File: src/rtl/alu_pkg.sv
// Shared types for the ALU operation sequencer: ALU control codes,
// main-decoder alu_op classes and sequencer states.
package alu_pkg;

  typedef enum logic [4:0] {
    ADD    = 5'd0,
    SUB    = 5'd1,
    AND    = 5'd2,
    OR     = 5'd3,
    XOR    = 5'd4,
    SLT    = 5'd5,
    SLTU   = 5'd6,
    SLL    = 5'd7,
    SRL    = 5'd8,
    SRA    = 5'd9,
    MUL    = 5'd16,
    MULH   = 5'd17,
    MULHSU = 5'd18,
    MULHU  = 5'd19,
    DIV    = 5'd20,
    DIVU   = 5'd21,
    REM    = 5'd22,
    REMU   = 5'd23
  } alu_ctrl_t;

  typedef enum logic [1:0] {
    LDST   = 2'b00,
    BRANCH = 2'b01,
    RTYPE  = 2'b10,
    RSVD   = 2'b11
  } alu_op_t;

  typedef enum logic [1:0] {
    IDLE = 2'd0,
    EXEC = 2'd1,
    DONE = 2'd2
  } seq_state_t;

  localparam int MAX_CYCLES = 64;
  localparam int CNT_W      = $clog2(MAX_CYCLES);

endpackage

File: src/rtl/alu_op_decode.sv
// Combinational decode of main-decoder fields into an ALU control code,
// M-extension / illegal flags and the number of cycles the op occupies.
module alu_op_decode
  import alu_pkg::*;
#(
  parameter int SUPPORT_M  = 1,
  parameter int MUL_CYCLES = 3,
  parameter int DIV_CYCLES = 33
) (
  input  logic [1:0] i_alu_op,
  input  logic [2:0] i_funct3,
  input  logic       i_op_5,
  input  logic       i_funct7_5,
  input  logic       i_funct7_0,
  output alu_ctrl_t  o_alu_ctrl,
  output logic       o_is_mdu,
  output logic       o_illegal,
  output logic [6:0] o_cycles
);

  localparam logic [6:0] MUL_N = 7'(MUL_CYCLES);
  localparam logic [6:0] DIV_N = 7'(DIV_CYCLES);

  logic w_m_op;
  assign w_m_op = (SUPPORT_M != 0) && i_op_5 && i_funct7_0;

  always_comb begin
    o_alu_ctrl = ADD;
    o_is_mdu   = 1'b0;
    o_illegal  = 1'b0;
    o_cycles   = 7'd1;
    case (alu_op_t'(i_alu_op))
      LDST: o_alu_ctrl = ADD;
      BRANCH: begin
        case (i_funct3[2:1])
          2'b00:   o_alu_ctrl = SUB;
          2'b10:   o_alu_ctrl = SLT;
          2'b11:   o_alu_ctrl = SLTU;
          default: o_alu_ctrl = ADD;
        endcase
      end
      RTYPE: begin
        if (w_m_op) begin
          // M codes are laid out as 16 + funct3; funct3[2] splits MUL from DIV/REM
          o_alu_ctrl = alu_ctrl_t'({2'b10, i_funct3});
          o_is_mdu   = 1'b1;
          o_cycles   = i_funct3[2] ? DIV_N : MUL_N;
        end else begin
          case (i_funct3)
            3'b000:  o_alu_ctrl = (i_op_5 && i_funct7_5) ? SUB : ADD;
            3'b001:  o_alu_ctrl = SLL;
            3'b010:  o_alu_ctrl = SLT;
            3'b011:  o_alu_ctrl = SLTU;
            3'b100:  o_alu_ctrl = XOR;
            3'b101:  o_alu_ctrl = i_funct7_5 ? SRA : SRL;
            3'b110:  o_alu_ctrl = OR;
            default: o_alu_ctrl = AND;
          endcase
        end
      end
      default: o_illegal = 1'b1;
    endcase
  end

endmodule

File: src/rtl/alu_op_sequencer.sv
// Registered, handshaked ALU control sequencer: decodes on accept, holds
// MUL/DIV ops for their cycle count, and back-pressures decode via in_ready.
module alu_op_sequencer
  import alu_pkg::*;
#(
  parameter int SUPPORT_M  = 1,
  parameter int MUL_CYCLES = 3,
  parameter int DIV_CYCLES = 33
) (
  input  logic       clk,
  input  logic       reset,
  input  logic       flush,
  input  logic       in_valid,
  output logic       in_ready,
  input  logic [1:0] alu_op,
  input  logic [2:0] funct3,
  input  logic       op_5,
  input  logic       funct7_5,
  input  logic       funct7_0,
  output logic       out_valid,
  input  logic       out_ready,
  output logic [4:0] alu_ctrl,
  output logic       is_mdu,
  output logic       illegal,
  output logic       busy
);

  alu_ctrl_t  w_dec_ctrl;
  logic       w_dec_mdu;
  logic       w_dec_illegal;
  logic [6:0] w_dec_cycles;
  logic       w_accept;

  seq_state_t       r_state;
  alu_ctrl_t        r_alu_ctrl;
  logic             r_is_mdu;
  logic             r_illegal;
  logic             r_out_valid;
  logic             r_busy;
  logic [CNT_W-1:0] r_cnt;

  alu_op_decode #(
    .SUPPORT_M (SUPPORT_M),
    .MUL_CYCLES(MUL_CYCLES),
    .DIV_CYCLES(DIV_CYCLES)
  ) u_decode (
    .i_alu_op  (alu_op),
    .i_funct3  (funct3),
    .i_op_5    (op_5),
    .i_funct7_5(funct7_5),
    .i_funct7_0(funct7_0),
    .o_alu_ctrl(w_dec_ctrl),
    .o_is_mdu  (w_dec_mdu),
    .o_illegal (w_dec_illegal),
    .o_cycles  (w_dec_cycles)
  );

  // Flush masks in_ready so a simultaneous input is never taken
  always_comb begin
    in_ready = 1'b0;
    case (r_state)
      IDLE:    in_ready = ~flush;
      DONE:    in_ready = out_ready & ~flush;
      default: in_ready = 1'b0;
    endcase
  end

  assign w_accept = in_valid & in_ready;

  always_ff @(posedge clk) begin
    if (reset) begin
      r_state     <= IDLE;
      r_alu_ctrl  <= ADD;
      r_is_mdu    <= 1'b0;
      r_illegal   <= 1'b0;
      r_out_valid <= 1'b0;
      r_busy      <= 1'b0;
      r_cnt       <= '0;
    end else if (flush) begin
      r_state     <= IDLE;
      r_out_valid <= 1'b0;
      r_busy      <= 1'b0;
      r_cnt       <= '0;
    end else begin
      case (r_state)
        IDLE, DONE: begin
          if (w_accept) begin
            r_alu_ctrl <= w_dec_ctrl;
            r_is_mdu   <= w_dec_mdu;
            r_illegal  <= w_dec_illegal;
            if (w_dec_cycles > 7'd1) begin
              // N-2 so the DONE transition lands exactly N cycles after accept
              r_state     <= EXEC;
              r_cnt       <= CNT_W'(w_dec_cycles - 7'd2);
              r_busy      <= 1'b1;
              r_out_valid <= 1'b0;
            end else begin
              r_state     <= DONE;
              r_out_valid <= 1'b1;
            end
          end else if (r_state == DONE && out_ready) begin
            r_state     <= IDLE;
            r_out_valid <= 1'b0;
          end
        end
        EXEC: begin
          if (r_cnt == '0) begin
            r_state     <= DONE;
            r_out_valid <= 1'b1;
            r_busy      <= 1'b0;
          end else begin
            r_cnt <= r_cnt - 1'b1;
          end
        end
        default: begin
          r_state     <= IDLE;
          r_out_valid <= 1'b0;
          r_busy      <= 1'b0;
        end
      endcase
    end
  end

  assign out_valid = r_out_valid;
  assign alu_ctrl  = r_alu_ctrl;
  assign is_mdu    = r_is_mdu;
  assign illegal   = r_illegal;
  assign busy      = r_busy;

endmodule

File: config.mk
export PLATFORM = sky130hd
export DESIGN_NAME = alu_op_sequencer
export DESIGN_NICKNAME = d
export VERILOG_FILES = /design/src/rtl/alu_pkg.sv /design/src/rtl/alu_op_decode.sv /design/src/rtl/alu_op_sequencer.sv
export SDC_FILE = /design/constraint.sdc
export NUM_CORES = 1
export LEC_CHECK = 0
export ABC_CLOCK_PERIOD_IN_PS = 5700
export BUFFER_PORTS_ARGS = -buffer_cell sky130_fd_sc_hd__buf_2
export CAP_MARGIN = 20
export CORE_UTILIZATION = 55
export DETAILED_ROUTE_END_ITERATION = 10
export HOLD_SLACK_MARGIN = 0.08
export PLACE_DENSITY = 0.82
export RECOVER_POWER = 50
export REMOVE_ABC_BUFFERS = 1
export SLEW_MARGIN = 25
export SYNTH_ARGS = -nofsm -noshare
export SYNTH_HDL_FRONTEND = slang
export SYNTH_SLANG_ARGS = --single-unit
File: constraint.sdc
create_clock -name clk -period 5.7 [get_ports clk]
set_clock_uncertainty 0.2 [all_clocks]
set_input_delay 0.285 -clock clk [delete_from_list [all_inputs] [get_ports clk]]
set_output_delay 0.285 -clock clk [all_outputs]
set_load 0.01 [all_outputs]
; Yosys cells after proc, flatten, opt, wreduce, memory -nomap -nowiden
; Cells that the tools add are included.
[totals]
regBits = 17
out_inout_bits = 10
in_bits = 13
[op_classes]
reduce_logical = 16
addsub = 2
order_cmp = 1
bitwise = 3
n_mux = 31
eq_ne = 17
[op_table]
columns = operator, n
row1 = case mux 5 bit (7 select lines), 1
row2 = 2-to-1 mux 6 bit, 4
row3 = 2-to-1 mux 7 bit, 2
row4 = 2-to-1 mux 1 bit, 12
row5 = case mux 6 bit (2 select lines), 1
row6 = case mux 5 bit (2 select lines), 1
row7 = equality test 3 bit (second input constant), 3
row8 = case mux 3 bit (3 select lines), 1
row9 = equality test 2 bit (second input constant), 4
row10 = 2-to-1 mux 2 bit, 4
row11 = inequality test 2 bit (second input constant), 4
row12 = greater-than comparator 7 x 1 -> 1 bit (second input constant), 1
row13 = equality test 3 x 2 -> 1 bit (second input constant), 2
row14 = logical NOT 2 bit, 3
row15 = logical NOT 6 bit, 1
row16 = case mux 1 bit (2 select lines), 3
row17 = AND reduction 3 bit, 2
row18 = subtractor 6 x 1 -> 6 bit (second input constant), 1
row19 = subtractor 6 x 2 -> 6 bit (second input constant), 1
row20 = 2-to-1 mux 5 bit, 1
row21 = equality test 2 x 1 -> 1 bit (second input constant), 2
row22 = case mux 2 bit (2 select lines), 1
row23 = AND reduction 4 bit, 1
row24 = OR reduction 2 bit, 2
row25 = other kinds (9), 12

; Depth between registers and ports, before layout
[depth]
depth_word = 7
depth_mapped = 8
depth_no_buf = 8

; Cells and area by module
; A second synthesis with hierarchy kept.
[unflattened]
cells_unflattened = 147
area_unflattened_um2 = 1186.1
[modules_own_cells]
columns = module, instances, cells_each, area_each_um2, seq_area_each_um2
row1 = alu_op_sequencer, 1, 110, 917.1, 320.3
row2 = alu_op_decode, 1, 37, 269.0, 0.0

; Worst setup path after synthesis
; OpenSTA, ideal clock, no wires.
[synth_timing]
kind = input to register
start = input alu_op[0]
end = register r_cnt[1]
path_slack_ns = 3.701
stages = 7
t_arrival_ns = 1.680
path_cell_list = inv_1 > ha_1 > nand3_1 > nand2b_1 > ha_1 > o31a_1 > o221a_1
[synth_between]
elab_chain_cells = 6
word_cells_on_any_way = 9
classes_between = 1 x add/sub / 1 x order compare / 2 x eq/ne / 4 x mux / 1 x reduce/logical
[synth_rtl]
columns = element, line
row1 = from (decl), alu_op_sequencer.sv:15  ; input logic [1:0] alu_op,
row2 = equality test 2 bit *, alu_op_decode.sv:32  ; case (alu_op_t'(i_alu_op))
row3 = 2-to-1 mux 7 bit *, alu_op_decode.sv:32
row4 = subtractor 6 x 2 -> 6 bit, alu_op_sequencer.sv:94  ; r_cnt <= CNT_W'(w_dec_cycles - 7'd2);
row5 = 2-to-1 mux 6 bit, alu_op_sequencer.sv:91  ; if (w_dec_cycles > 7'd1) begin
row6 = 2-to-1 mux 6 bit, alu_op_sequencer.sv:87  ; if (w_accept) begin
row7 = case mux 6 bit (2 select lines), alu_op_sequencer.sv:85  ; case (r_state)
row8 = to (signal assigned), alu_op_sequencer.sv:94
row9 = to (signal assigned), alu_op_sequencer.sv:112  ; r_cnt <= r_cnt - 1'b1;
row10 = to (decl), alu_op_sequencer.sv:40  ; logic [CNT_W-1:0] r_cnt;
; Every way passes the cells marked *; elsewhere a longest branch is shown, timed or not. The select of a mux whose other input is x is not followed.
; A chain may end at the register's enable or synchronous reset.

; Worst setup path after layout
[layout_timing]
start = input flush
end = register r_cnt[0]
[layout_between]
elab_chain_cells = 6
word_cells_on_any_way = 7
classes_between = 1 x eq/ne / 1 x mux / 3 x bitwise / 2 x reduce/logical
[layout_rtl]
columns = element, line
row1 = from (decl), alu_op_sequencer.sv:12  ; input logic flush,
row2 = inverter 1 bit (no source line), --
row3 = AND 1 bit, alu_op_sequencer.sv:63  ; DONE: in_ready = out_ready & ~flush;
row4 = case mux 1 bit (2 select lines), alu_op_sequencer.sv:61  ; case (r_state)
row5 = AND 1 bit, alu_op_sequencer.sv:68  ; assign w_accept = in_valid & in_ready;
row6 = inequality test 2 bit (no source line), --
row7 = AND reduction 4 bit (no source line), --
; Several ways; a longest one is shown, not always the timed one.

==> summary.txt <==
Outcome
  – Outcome: complete, no violations

Floorplanning
  – Ports: 23
  – Overall die height: 43.4 um
  – Die Area: 1880 sq um
  – Row cnt: 14
  – Core Region: 1560 sq um
  – Initial core utilization: 0.604
  – Die width: 43.4 um

Timing
  – Setup TNS: 0 ns
  – Final period util: 0.425
  – RSZ-0062 raised after global routing: false
  – Slew margin rel.: 0.671
  – Hold Slack: 0.0875 ns
  – Worst setup margin: 3.28 ns
  – Slew Limit Fails: 0
  – Setup-failing EPs final: 0
  – Final Hold Vio Count: 0
  – Maximum clock rate: 0.413 GHz
  – Slew @ Worst Pin: 0.487 ns
  – Fin crit period: 2.42 ns

Synth
  – Sequential element share of the synthesized area: 0.319
  – Post-synth EDFFs: 0
  – Mapped Area: 941 sq um
  – Ys Warns: 0
  – Post-synth ARST share: 0
  – Mapped Cells: 118
  – Yosys cell types: 39
  – Syn Area/Cell: 7.97 sq um
  – Register bit total from synthesis: 15
  – Ys flop type: dfxtp_1

Place
  – Post-DP HPWL: 1540 um
  – Place WS: 3.44 ns
  – Cell Area, Placed: 1040 sq um
  – Dpl cells: 151
  – Routability congestion estimate from global placement: 0.852
  – Port Buffer Count: 22

Worst setup path
  – Crit. End Element: register
  – Worst r2r path cells: 4
  – Worst reg2reg path startpoint: out_valid$_SDFFE_PP0P_
  – Largest fanout on the critical path: 13
  – Startpoint types: primary input
  – FF-to-FF End: r_cnt[0]$_SDFFE_PP0P_
  – CP Data Required Time: 5.69 ns
  – Worst path arrival time: 2.41 ns
  – Critical Path End: r_cnt[0]$_SDFFE_PP0P_
  – Critical path class: in2reg
  – R2R Setup Slk: 3.57 ns
  – CP startpoint: flush

Layout
  – Most frequent cells in the layout: 15 x a21oi_1, 15 x dfxtp_1, 13 x nor2_1
  – Nets: 160
  – Synth-to-Final Area Change: 12.6%
  – Post-route insts no fill: 156
  – Final instance area: 1060 sq um
  – Share of layout cells above drive strength 1: 0.129
  – # diodes: 0

Power and ir drop
  – Peak VDD IR: 0.112 mV
  – Leak pwr: 0.000420 uW
  – PwrDens: 186 nW/um^2

Global route
  – Largest net degree at the start of global routing: 14
  – Tot GR Track Use: 0.246
  – Number of global-route vias before repair: 878
  – Global-route wire length before repair: 3520 um
  – Initial antenna violation count: 0
  – Global route overflow: 0

Hold path
  – Hold Path Depth: 2
  – Hold_sp: reset
  – Hold Path Class: in2reg

Detailed routing
  – Vias: 937
  – Drt first pass iters: 4
  – WL final: 1970 um
  – Detailed Route Iter0 Violations: 18
  – DRT antenna net count: 0
  – DRC viols: 0
  – WL per Instance: 12.6 um
  – Via-per-instance ratio: 6.01

Clocking
  – H-tree level count: 1
  – Clock Sinks: 15
  – CTS tree: done
  – Quantity of gates resized following cts: 0
  – Clk root buf: clkbuf_4
  – Clock Tree Buf Depth: 2
  – Clk_lat worst skew: 0.28 ns
  – Inserted Clock Buffers: 3
  – CTS clock-pin slew for the worst setup and hold paths: 0.09 ns

Flow run
  – Max Cap Viol: 0
## through the flow
| stage | power, uW | utilization |
|---|---|---|
| finish | 197 | 0.680 |
| global route | 207 | 0.680 |
| CTS | 200 | 0.691 |
| detailed placement | 139 | 0.668 |
| global placement | 139 | 0.668 |
| floorplan | 126 | - |
## layer usage
layer	GRT usage	wire length (um)	part of all wire	up-vias
met5	0	0	0	-
met2	0.415	927	0.47	32
met4	0.119	38	0.019	0
met3	0.0542	115	0.058	6
li1	-	-	-	474
met1	0.297	888	0.45	425
## synth_stat cells (3+ instances only)
master / instances / area share
a21oi_1: 15 / 0.080
dfxtp_1: 15 / 0.32
nor2_1: 13 / 0.052
inv_1: 7 / 0.028
ha_1: 6 / 0.080
nand2_1: 6 / 0.024
nand3_1: 6 / 0.032
o21ai_1: 6 / 0.032
nand2b_1: 4 / 0.027
nor3_1: 4 / 0.021
o21ai_0: 3 / 0.016
## kinds of logic after synthesis
group,after synthesis,share of synthesized area
AO/OA/AOI/OAI,41,0.283
AND/OR/NAND/NOR,41,0.227
flip-flops,15,0.319
buffers and inverters,12,0.0598
adder cells (fa/ha/maj),6,0.0798
multiplexers,2,0.0213
XOR/XNOR,1,0.00931
## worst max-delay path, stage by stage
cell	delay, ns
dlygate4sd3_1	0.54
clkbuf_1	0.18
or4b_1	0.76
o21a_1	0.31
a2111oi_2	0.34
## worst min-delay path by stage
stage / endpoint / slack (ns)
after floorplan: r_cnt[0]$_SDFFE_PP0P_ / 0.15
after global routing: illegal$_SDFFE_PP0P_ / 0.10
after detailed placement: illegal$_SDFFE_PP0P_ / 0.25
after global placement: alu_ctrl[0]$_SDFFE_PP0P_ / 0.24
final: illegal$_SDFFE_PP0P_ / 0.09
after CTS: illegal$_SDFFE_PP0P_ / 0.09
## registers in the layout, indices dropped and copies added (netlist names)
register and cells:
r_cnt 6, alu_ctrl 4, busy 1, illegal 1, is_mdu 1, out_valid 1
r_state 1
## power breakdown
group | internal [uW] | total [uW] | leakage, uW | switching [uW]
clock network | 27.1 | 60.5 | 0.0000150 | 33.4
registers | 106 | 107 | 0.000121 | 0.932
logic | 12.2 | 29.9 | 0.000284 | 17.7
## what timing repair did
item | CTS | global route
hold buffers | 1 | 0
buffers inserted | 0 | 0
hold endpoints to repair | 2 | 0
## final cells by class
| cell class | instances | area, sq um |
|---|---|---|
| multi-input combinational | 91 | 581 |
| tap | 16 | 20.0 |
| fill | 138 | 499 |
| timing repair buffer | 23 | 106 |
| sequential | 15 | 300 |
| clock buffer | 4 | 26.3 |
| inverter | 7 | 26.3 |
Note: power is estimated with default switching activity, not from simulation.
